### src/rtl/sp_sweep_tracker.sv
`default_nettype none
// ============================================================================
// Module   : sp_sweep_tracker
// Purpose  : Two-axis maximum-power sweep controller for a solar panel.
//            It sweeps the horizontal servo index, then the vertical index.
//            After each step it waits SETTLE ticks and takes the next valid
//            voltage sample, and it remembers the strict maximum and where it
//            was found. It then parks on the best position, holds there for
//            HOLD_TICKS ticks and starts the sweep again. A manual jog mode
//            moves the servos from the push buttons.
// Ports    : clk / rst_n            clock, asynchronous active-low reset
//            tick_i                 one-cycle step enable; all timing is in ticks
//            start_i                starts a sweep from IDLE
//            manual_i               1 = manual jog mode (highest priority)
//            btn_l/r/u/d_i          jog buttons (already debounced)
//            v_in_i / v_valid_i     panel voltage sample and its strobe
//            pos_h_o / pos_v_o      servo position indices
//            max_v_o                best sample of the current or last sweep
//            busy_o                 high from H_SWEEP to V_RETURN
//            stat_o                 state code
// Revision : 1.0  initial release
// ============================================================================
module sp_sweep_tracker #(
    parameter int V_W        = 12,
    parameter int POS_W      = 8,
    parameter int H_STEPS    = 180,
    parameter int V_STEPS    = 90,
    parameter int SETTLE     = 100,
    parameter int HOLD_TICKS = 10000
) (
    input  logic             clk,
    input  logic             rst_n,
    input  logic             tick_i,
    input  logic             start_i,
    input  logic             manual_i,
    input  logic             btn_l_i,
    input  logic             btn_r_i,
    input  logic             btn_u_i,
    input  logic             btn_d_i,
    input  logic [V_W-1:0]   v_in_i,
    input  logic             v_valid_i,
    output logic [POS_W-1:0] pos_h_o,
    output logic [POS_W-1:0] pos_v_o,
    output logic [V_W-1:0]   max_v_o,
    output logic             busy_o,
    output logic [2:0]       stat_o
);

    // ------------------------------------------------------------------------
    // Constants
    // ------------------------------------------------------------------------
    localparam logic [2:0] C_ST_IDLE     = 3'd0;
    localparam logic [2:0] C_ST_H_SWEEP  = 3'd1;
    localparam logic [2:0] C_ST_H_RETURN = 3'd2;
    localparam logic [2:0] C_ST_V_SWEEP  = 3'd3;
    localparam logic [2:0] C_ST_V_RETURN = 3'd4;
    localparam logic [2:0] C_ST_HOLD     = 3'd5;
    localparam logic [2:0] C_ST_MANUAL   = 3'd6;

    localparam int C_SET_W  = $clog2(SETTLE + 1);
    localparam int C_HOLD_W = $clog2(HOLD_TICKS + 1);

    localparam logic [POS_W-1:0]    C_H_LAST    = POS_W'(H_STEPS - 1);
    localparam logic [POS_W-1:0]    C_V_LAST    = POS_W'(V_STEPS - 1);
    localparam logic [POS_W-1:0]    C_H_MID     = POS_W'(H_STEPS / 2);
    localparam logic [POS_W-1:0]    C_V_MID     = POS_W'(V_STEPS / 2);
    localparam logic [POS_W-1:0]    C_POS_ONE   = POS_W'(1);
    localparam logic [C_SET_W-1:0]  C_SETTLE    = C_SET_W'(SETTLE);
    localparam logic [C_SET_W-1:0]  C_SET_ONE   = C_SET_W'(1);
    localparam logic [C_HOLD_W-1:0] C_HOLD_LAST = C_HOLD_W'(HOLD_TICKS - 1);
    localparam logic [C_HOLD_W-1:0] C_HOLD_ONE  = C_HOLD_W'(1);

    // ------------------------------------------------------------------------
    // State and datapath registers
    // ------------------------------------------------------------------------
    logic [2:0]          state_q,  state_d;
    logic [POS_W-1:0]    pos_h_q,  pos_h_d;
    logic [POS_W-1:0]    pos_v_q,  pos_v_d;
    logic [POS_W-1:0]    best_h_q, best_h_d;
    logic [POS_W-1:0]    best_v_q, best_v_d;
    logic [V_W-1:0]      max_v_q,  max_v_d;
    logic [C_SET_W-1:0]  settle_q, settle_d;
    logic [C_HOLD_W-1:0] hold_q,   hold_d;
    logic                busy_q,   busy_d;

    // ------------------------------------------------------------------------
    // Shared decode
    // ------------------------------------------------------------------------
    logic w_settled;
    logic w_sample;
    logic w_higher;
    logic w_h_last;
    logic w_v_last;
    logic w_hold_done;
    logic w_enter_h;

    assign w_settled   = (settle_q == C_SETTLE);
    // The first valid strobe after the settle window is the sample. Strobes
    // that arrive while the servo is still settling are ignored.
    assign w_sample    = w_settled && v_valid_i;
    // Strict compare: on a tie the earlier position is kept.
    assign w_higher    = (v_in_i > max_v_q);
    assign w_h_last    = (pos_h_q == C_H_LAST);
    assign w_v_last    = (pos_v_q == C_V_LAST);
    assign w_hold_done = tick_i && (hold_q == C_HOLD_LAST);
    // A new horizontal sweep starts from IDLE on start, or from HOLD when the
    // hold period ends. Manual mode has priority over both.
    assign w_enter_h   = !manual_i &&
                         (((state_q == C_ST_IDLE) && start_i) ||
                          ((state_q == C_ST_HOLD) && w_hold_done));

    // ------------------------------------------------------------------------
    // Process 1: state and datapath registers
    // ------------------------------------------------------------------------
    always_ff @(posedge clk or negedge rst_n) begin
        if (!rst_n) begin
            state_q  <= C_ST_IDLE;
            pos_h_q  <= C_H_MID;
            pos_v_q  <= C_V_MID;
            best_h_q <= '0;
            best_v_q <= '0;
            max_v_q  <= '0;
            settle_q <= '0;
            hold_q   <= '0;
            busy_q   <= 1'b0;
        end else begin
            state_q  <= state_d;
            pos_h_q  <= pos_h_d;
            pos_v_q  <= pos_v_d;
            best_h_q <= best_h_d;
            best_v_q <= best_v_d;
            max_v_q  <= max_v_d;
            settle_q <= settle_d;
            hold_q   <= hold_d;
            busy_q   <= busy_d;
        end
    end

    // ------------------------------------------------------------------------
    // Process 2: next state
    // ------------------------------------------------------------------------
    always_comb begin
        state_d = state_q;
        if (manual_i) begin
            state_d = C_ST_MANUAL;
        end else begin
            case (state_q)
                C_ST_IDLE:     if (start_i) state_d = C_ST_H_SWEEP;
                C_ST_H_SWEEP:  if (w_sample && w_h_last) state_d = C_ST_H_RETURN;
                C_ST_H_RETURN: state_d = C_ST_V_SWEEP;
                C_ST_V_SWEEP:  if (w_sample && w_v_last) state_d = C_ST_V_RETURN;
                C_ST_V_RETURN: state_d = C_ST_HOLD;
                C_ST_HOLD:     if (w_hold_done) state_d = C_ST_H_SWEEP;
                C_ST_MANUAL:   state_d = C_ST_IDLE;
                default:       state_d = C_ST_IDLE;
            endcase
        end
    end

    // ------------------------------------------------------------------------
    // Process 3: datapath and registered outputs
    // ------------------------------------------------------------------------
    always_comb begin
        pos_h_d  = pos_h_q;
        pos_v_d  = pos_v_q;
        best_h_d = best_h_q;
        best_v_d = best_v_q;
        max_v_d  = max_v_q;
        settle_d = settle_q;
        hold_d   = hold_q;
        busy_d   = (state_d >= C_ST_H_SWEEP) && (state_d <= C_ST_V_RETURN);

        if (manual_i) begin
            // Jog only once the controller is already in manual mode. On the
            // cycle that manual mode is entered, everything holds.
            if ((state_q == C_ST_MANUAL) && tick_i) begin
                if (btn_l_i && !btn_r_i && (pos_h_q != '0)) begin
                    pos_h_d = pos_h_q - C_POS_ONE;
                end else if (btn_r_i && !btn_l_i && (pos_h_q != C_H_LAST)) begin
                    pos_h_d = pos_h_q + C_POS_ONE;
                end
                if (btn_d_i && !btn_u_i && (pos_v_q != '0)) begin
                    pos_v_d = pos_v_q - C_POS_ONE;
                end else if (btn_u_i && !btn_d_i && (pos_v_q != C_V_LAST)) begin
                    pos_v_d = pos_v_q + C_POS_ONE;
                end
            end
        end else begin
            case (state_q)
                C_ST_H_SWEEP: begin
                    if (!w_settled) begin
                        if (tick_i) settle_d = settle_q + C_SET_ONE;
                    end else if (v_valid_i) begin
                        if (w_higher) begin
                            max_v_d  = v_in_i;
                            best_h_d = pos_h_q;
                        end
                        if (!w_h_last) pos_h_d = pos_h_q + C_POS_ONE;
                        settle_d = '0;
                    end
                end
                C_ST_H_RETURN: begin
                    pos_h_d  = best_h_q;
                    // The current vertical position is the default best, so
                    // the V axis moves only on a strictly higher sample.
                    best_v_d = pos_v_q;
                    pos_v_d  = '0;
                    settle_d = '0;
                end
                C_ST_V_SWEEP: begin
                    if (!w_settled) begin
                        if (tick_i) settle_d = settle_q + C_SET_ONE;
                    end else if (v_valid_i) begin
                        if (w_higher) begin
                            max_v_d  = v_in_i;
                            best_v_d = pos_v_q;
                        end
                        if (!w_v_last) pos_v_d = pos_v_q + C_POS_ONE;
                        settle_d = '0;
                    end
                end
                C_ST_V_RETURN: begin
                    pos_v_d = best_v_q;
                    hold_d  = '0;
                end
                C_ST_HOLD: begin
                    if (tick_i && !w_hold_done) hold_d = hold_q + C_HOLD_ONE;
                end
                default: ;
            endcase

            if (w_enter_h) begin
                pos_h_d  = '0;
                best_h_d = '0;
                max_v_d  = '0;
                settle_d = '0;
            end
        end
    end

    assign pos_h_o = pos_h_q;
    assign pos_v_o = pos_v_q;
    assign max_v_o = max_v_q;
    assign busy_o  = busy_q;
    assign stat_o  = state_q;

endmodule
`default_nettype wire
### config.mk
export PLATFORM = sky130hd
export DESIGN_NAME = sp_sweep_tracker
export DESIGN_NICKNAME = d
export VERILOG_FILES = /design/src/rtl/sp_sweep_tracker.sv
export SDC_FILE = /design/constraint.sdc
export NUM_CORES = 1
export LEC_CHECK = 0
export CORE_UTILIZATION = 47
export DETAILED_ROUTE_END_ITERATION = 16
export HOLD_SLACK_MARGIN = 0.02
export PLACE_DENSITY = 0.78
export SLEW_MARGIN = 20
export SYNTH_ARGS = -nofsm -noshare
export SYNTH_HDL_FRONTEND = slang
export SYNTH_SLANG_ARGS = --single-unit
### constraint.sdc
create_clock -name clk -period 4.9 [get_ports clk]
set_clock_uncertainty 0.15 [all_clocks]
set_input_delay 0.98 -clock clk [delete_from_list [all_inputs] [get_ports clk]]
set_output_delay 0.98 -clock clk [all_outputs]
set_load 0.01 [all_outputs]
==> metrics.md <==
| Metric | Value |
|---|---|
| Antenna Nets Post-Route | `0` |
| Post-route minimum period | `3.53 ns` |
| CTS Buf Count | `9` |
| H-tree Lvls | `3` |
| WL final | `roughly 11000 um` |
| Hold Buf Count CTS | `0` |
| Outcome | `completed` |
| Worst path required time | `about 5 ns` |
| CP cell instances | `clkdlybuf4s50_1, ha_1, nand4_1, a211oi_1, o31ai_1, a21boi_1, mux2_2` |
| Synthesized cell area | `4600 um2` |
| Drt drc | `0` |
| Port-buffer cells | `53` |
| Layout cells sized above 1 | `just over 10%` |
| Setup_tns | `0 ns` |
| TritonRoute pass-1 iters | `6` |
| Post-cts gate resize count | `0` |
| Post-DR wirelength/cell | `roughly 16 um` |
| Die Area | `between 10000 and 15000 um2` |
| Die height | `roughly 100 um` |
| Worst slew pin tran | `between 0.9 and 1 ns` |
| Post-synth top area cell | `dfrtp_1` |
| Io pins | `54` |
| Crit Path Class | `in -> reg` |
| Ant diodes | `0` |
| Nets | `between 600 and 700` |
| DR WL met2 | `5130 um` |
| Crit-path max FO | `8` |
| Met1 wire length | `between 5000 and 6000 um` |
| RSZ-0062 raised after global routing | `no` |
| Post-synthesis sequential area ratio | `between 30% and 40%` |
| Critical Path Max Stage Delay | `between 0.6 and 0.7 ns` |
| Async S/R FF share, synth | `100%` |
| Synth top cells by count | `dfrtp_1 (61), nand2_1 (59), nor2_1 (43)` |
| Clk_lat worst skew | `roughly 0.35 ns` |
| Clk sinks | `69` |
| Final setup violation count | `0` |
| Clock transition at path regs | `around 0.08 ns` |
| CTS tree | `done` |
| Final Max Slew Viols | `0` |
| Antenna violations before repair | `0` |
| Min-Delay Path Class | `reg -> reg` |
| Grt total ovfl | `0` |
| Uppermost layer routed | `met4` |
| Worst slew margin | `a little under two fifths` |
| Deepest clock path buffer count | `2` |
| Vias per cell | `5.93` |
| Final hold viol count | `0` |
| First-pass GRT wire length | `about 19000 um` |
| Cell Pwr Density | `around 350 nW/um2` |
| Metal3 WL | `approximately 740 um` |
| Detailed Route Iter0 Violations | `just over 300` |
| Yosys top cell area share | `33.2%` |
| Syn avg cell area | `between 8 and 9 um2` |
| Worst path arrival time | `around 3.6 ns` |
| P&R area growth vs syn | `17.7%` |
| Vias in the first global route | `3978` |
| Initial Util | `slightly below 50%` |
| Kind of start point of the critical path | `input pin` |
| Crit share post-route | `a little over 70%` |
| Largest net degree at the start of global routing | `48` |
| Yosys reg bits | `69` |
| Main synth FF type | `dfrtp_1` |
| Vias post-DR | `roughly 4200` |
| Rows | `35` |
| CP endpoint kind | `flop` |
| Die width | `roughly 100 um` |
| Post-synth net total | `566` |
| MaxCap Viol Count | `0` |
| VDD IR max | `about 0.21 mV` |
| Highest clock rate | `around 280 MHz` |
| Setup bufs post-CTS | `0` |
| Util after Layout | `between 50% and 60%` |
| Most common cell in the netlist | `dfrtp_1` |
| Pleak | `around 2.3 nW` |
| Core area | `approximately 9400 um2` |
| Post-Synthesis Cells | `523` |
| Clock tree root driver cell | `clkbuf_8` |
| Yosys warnings | `0` |
| CP max stage cell | `a21boi_1` |
| Post-DP HPWL | `a little under 8000 um` |
| Synth area leaders | `dfrtp_1 (33%), ha_1 (5.7%), nand2_1 (4.8%)` |
| Number of synthesized flops with an enable pin | `0` |
| Yosys cell types | `69` |
| GRT Total Usage | `23.8%` |
| RePlAce Congestion | `0.898` |
path summary, 6_finish.rpt:
check                                   startpoint                      end  slack, ns  cells after the start
setup / recovery                         v_in_i[9]  best_v_q[3]$_DFFE_PN0P_       1.37                      7
hold / removal             max_v_o[10]$_DFFE_PN0P_  max_v_o[10]$_DFFE_PN0P_       0.37                      2
setup reg to reg            pos_h_o[0]$_DFFE_PN0P_   pos_h_o[5]$_DFFE_PN0P_       1.91                      8
hold reg to reg            max_v_o[10]$_DFFE_PN0P_  max_v_o[10]$_DFFE_PN0P_       0.37                      2
max in group asynchronous                    rst_n   pos_h_o[4]$_DFFE_PN1P_       3.32                      2
min in group asynchronous                    rst_n    hold_q[9]$_DFFE_PN0P_       0.48                      1
kinds of logic (layout without fill, tap and decap cells):
logic type	after synthesis	count (layout)	synth area share, %
adders and majority gates	21	21	5.71
DFF	69	69	37.8
and+or+nand+nor	223	223	25.5
AOI/OAI and AO/OA	105	105	16.6
xor gates and xnor gates	23	23	4.38
muxes	21	21	4.87
buffers and inverters	61	110	5.20
layout make-up:
| class | instances | area, um2 |
|---|---|---|
| flip-flops and latches | 69 | 1740 |
| repair buffers | 59 | 573 |
| well taps | 129 | 161 |
| clock inverters | 3 | 20.0 |
| fillers | 872 | 3960 |
| inverters | 35 | 131 |
| multi-input cells | 393 | 2620 |
| clock buffers | 13 | 169 |
registers in the layout, indices dropped and copies added, names as in the netlist:
register  cells
hold_q       14
max_v_o      12
best_h_q      8
best_v_q      8
pos_h_o       8
pos_v_o       8
settle_q      7
stat_o        3
busy_o        1
layer usage:
metal | GRT usage, % | vias up
li1 | - | 1987
met1 | 33.3 | 1979
met2 | 36.5 | 176
met3 | 4.51 | 18
met4 | 9.14 | 0
met5 | 0 | -
metrics by stage:
step	cells	total power, mW	instance area, um2	worst slack (ns)	hold WS [ns]
floorplan	523	1.22	4600	1.84	0.330
global placement	685	1.45	5220	1.15	0.342
detailed placement	685	1.47	5220	1.04	0.354
CTS	701	1.92	5410	1.42	0.378
global route	701	2.05	5420	1.26	0.409
finish	701	1.92	5420	1.37	0.373
worst max-delay path, delay by kind of cell:
family / cells / cell delay [ns]
compound gates: 3 / 1.27
fa+ha+maj: 1 / 0.33
buf+inv: 1 / 0.45
mux: 1 / 0.41
simple gates: 1 / 0.17
where the power goes:
group | leakage, nW | internal [mW] | switching [mW]
logic | 1.33 | 0.316 | 0.318
clock network | 0.0917 | 0.225 | 0.228
registers | 0.914 | 0.671 | 0.163
total | 2.33 | 1.21 | 0.709
layout by cell type (no fill, tap or decap), drive strengths merged, types with 3 or more instances in the layout:
cell type	netlist	layout
or3	3	3
and2	7	7
ha	21	21
nor4	10	10
nand3	33	33
a21oi	19	19
clkbuf	17	13
a211oi	5	5
xor2	17	17
o311ai	3	3
or4	3	3
clkdlybuf4s50	0	52
a221oi	4	4
inv	35	35
o2111ai	4	4
a31oi	7	7
nand2b	6	6
a222oi	3	3
dfstp	8	8
o21ai	18	18
nor3	12	12
o2bb2ai	3	3
nor2	45	45
mux2i	10	10
nor2b	7	7
dfrtp	61	61
xnor2	6	6
and3	13	13
nand4	12	12
nand2	59	59
a31o	3	3
a22oi	8	8
buf	9	7
mux2	11	11
o211ai	3	3
o22ai	5	5
nand3b	3	3
Note: power is estimated with default switching activity, not from simulation.
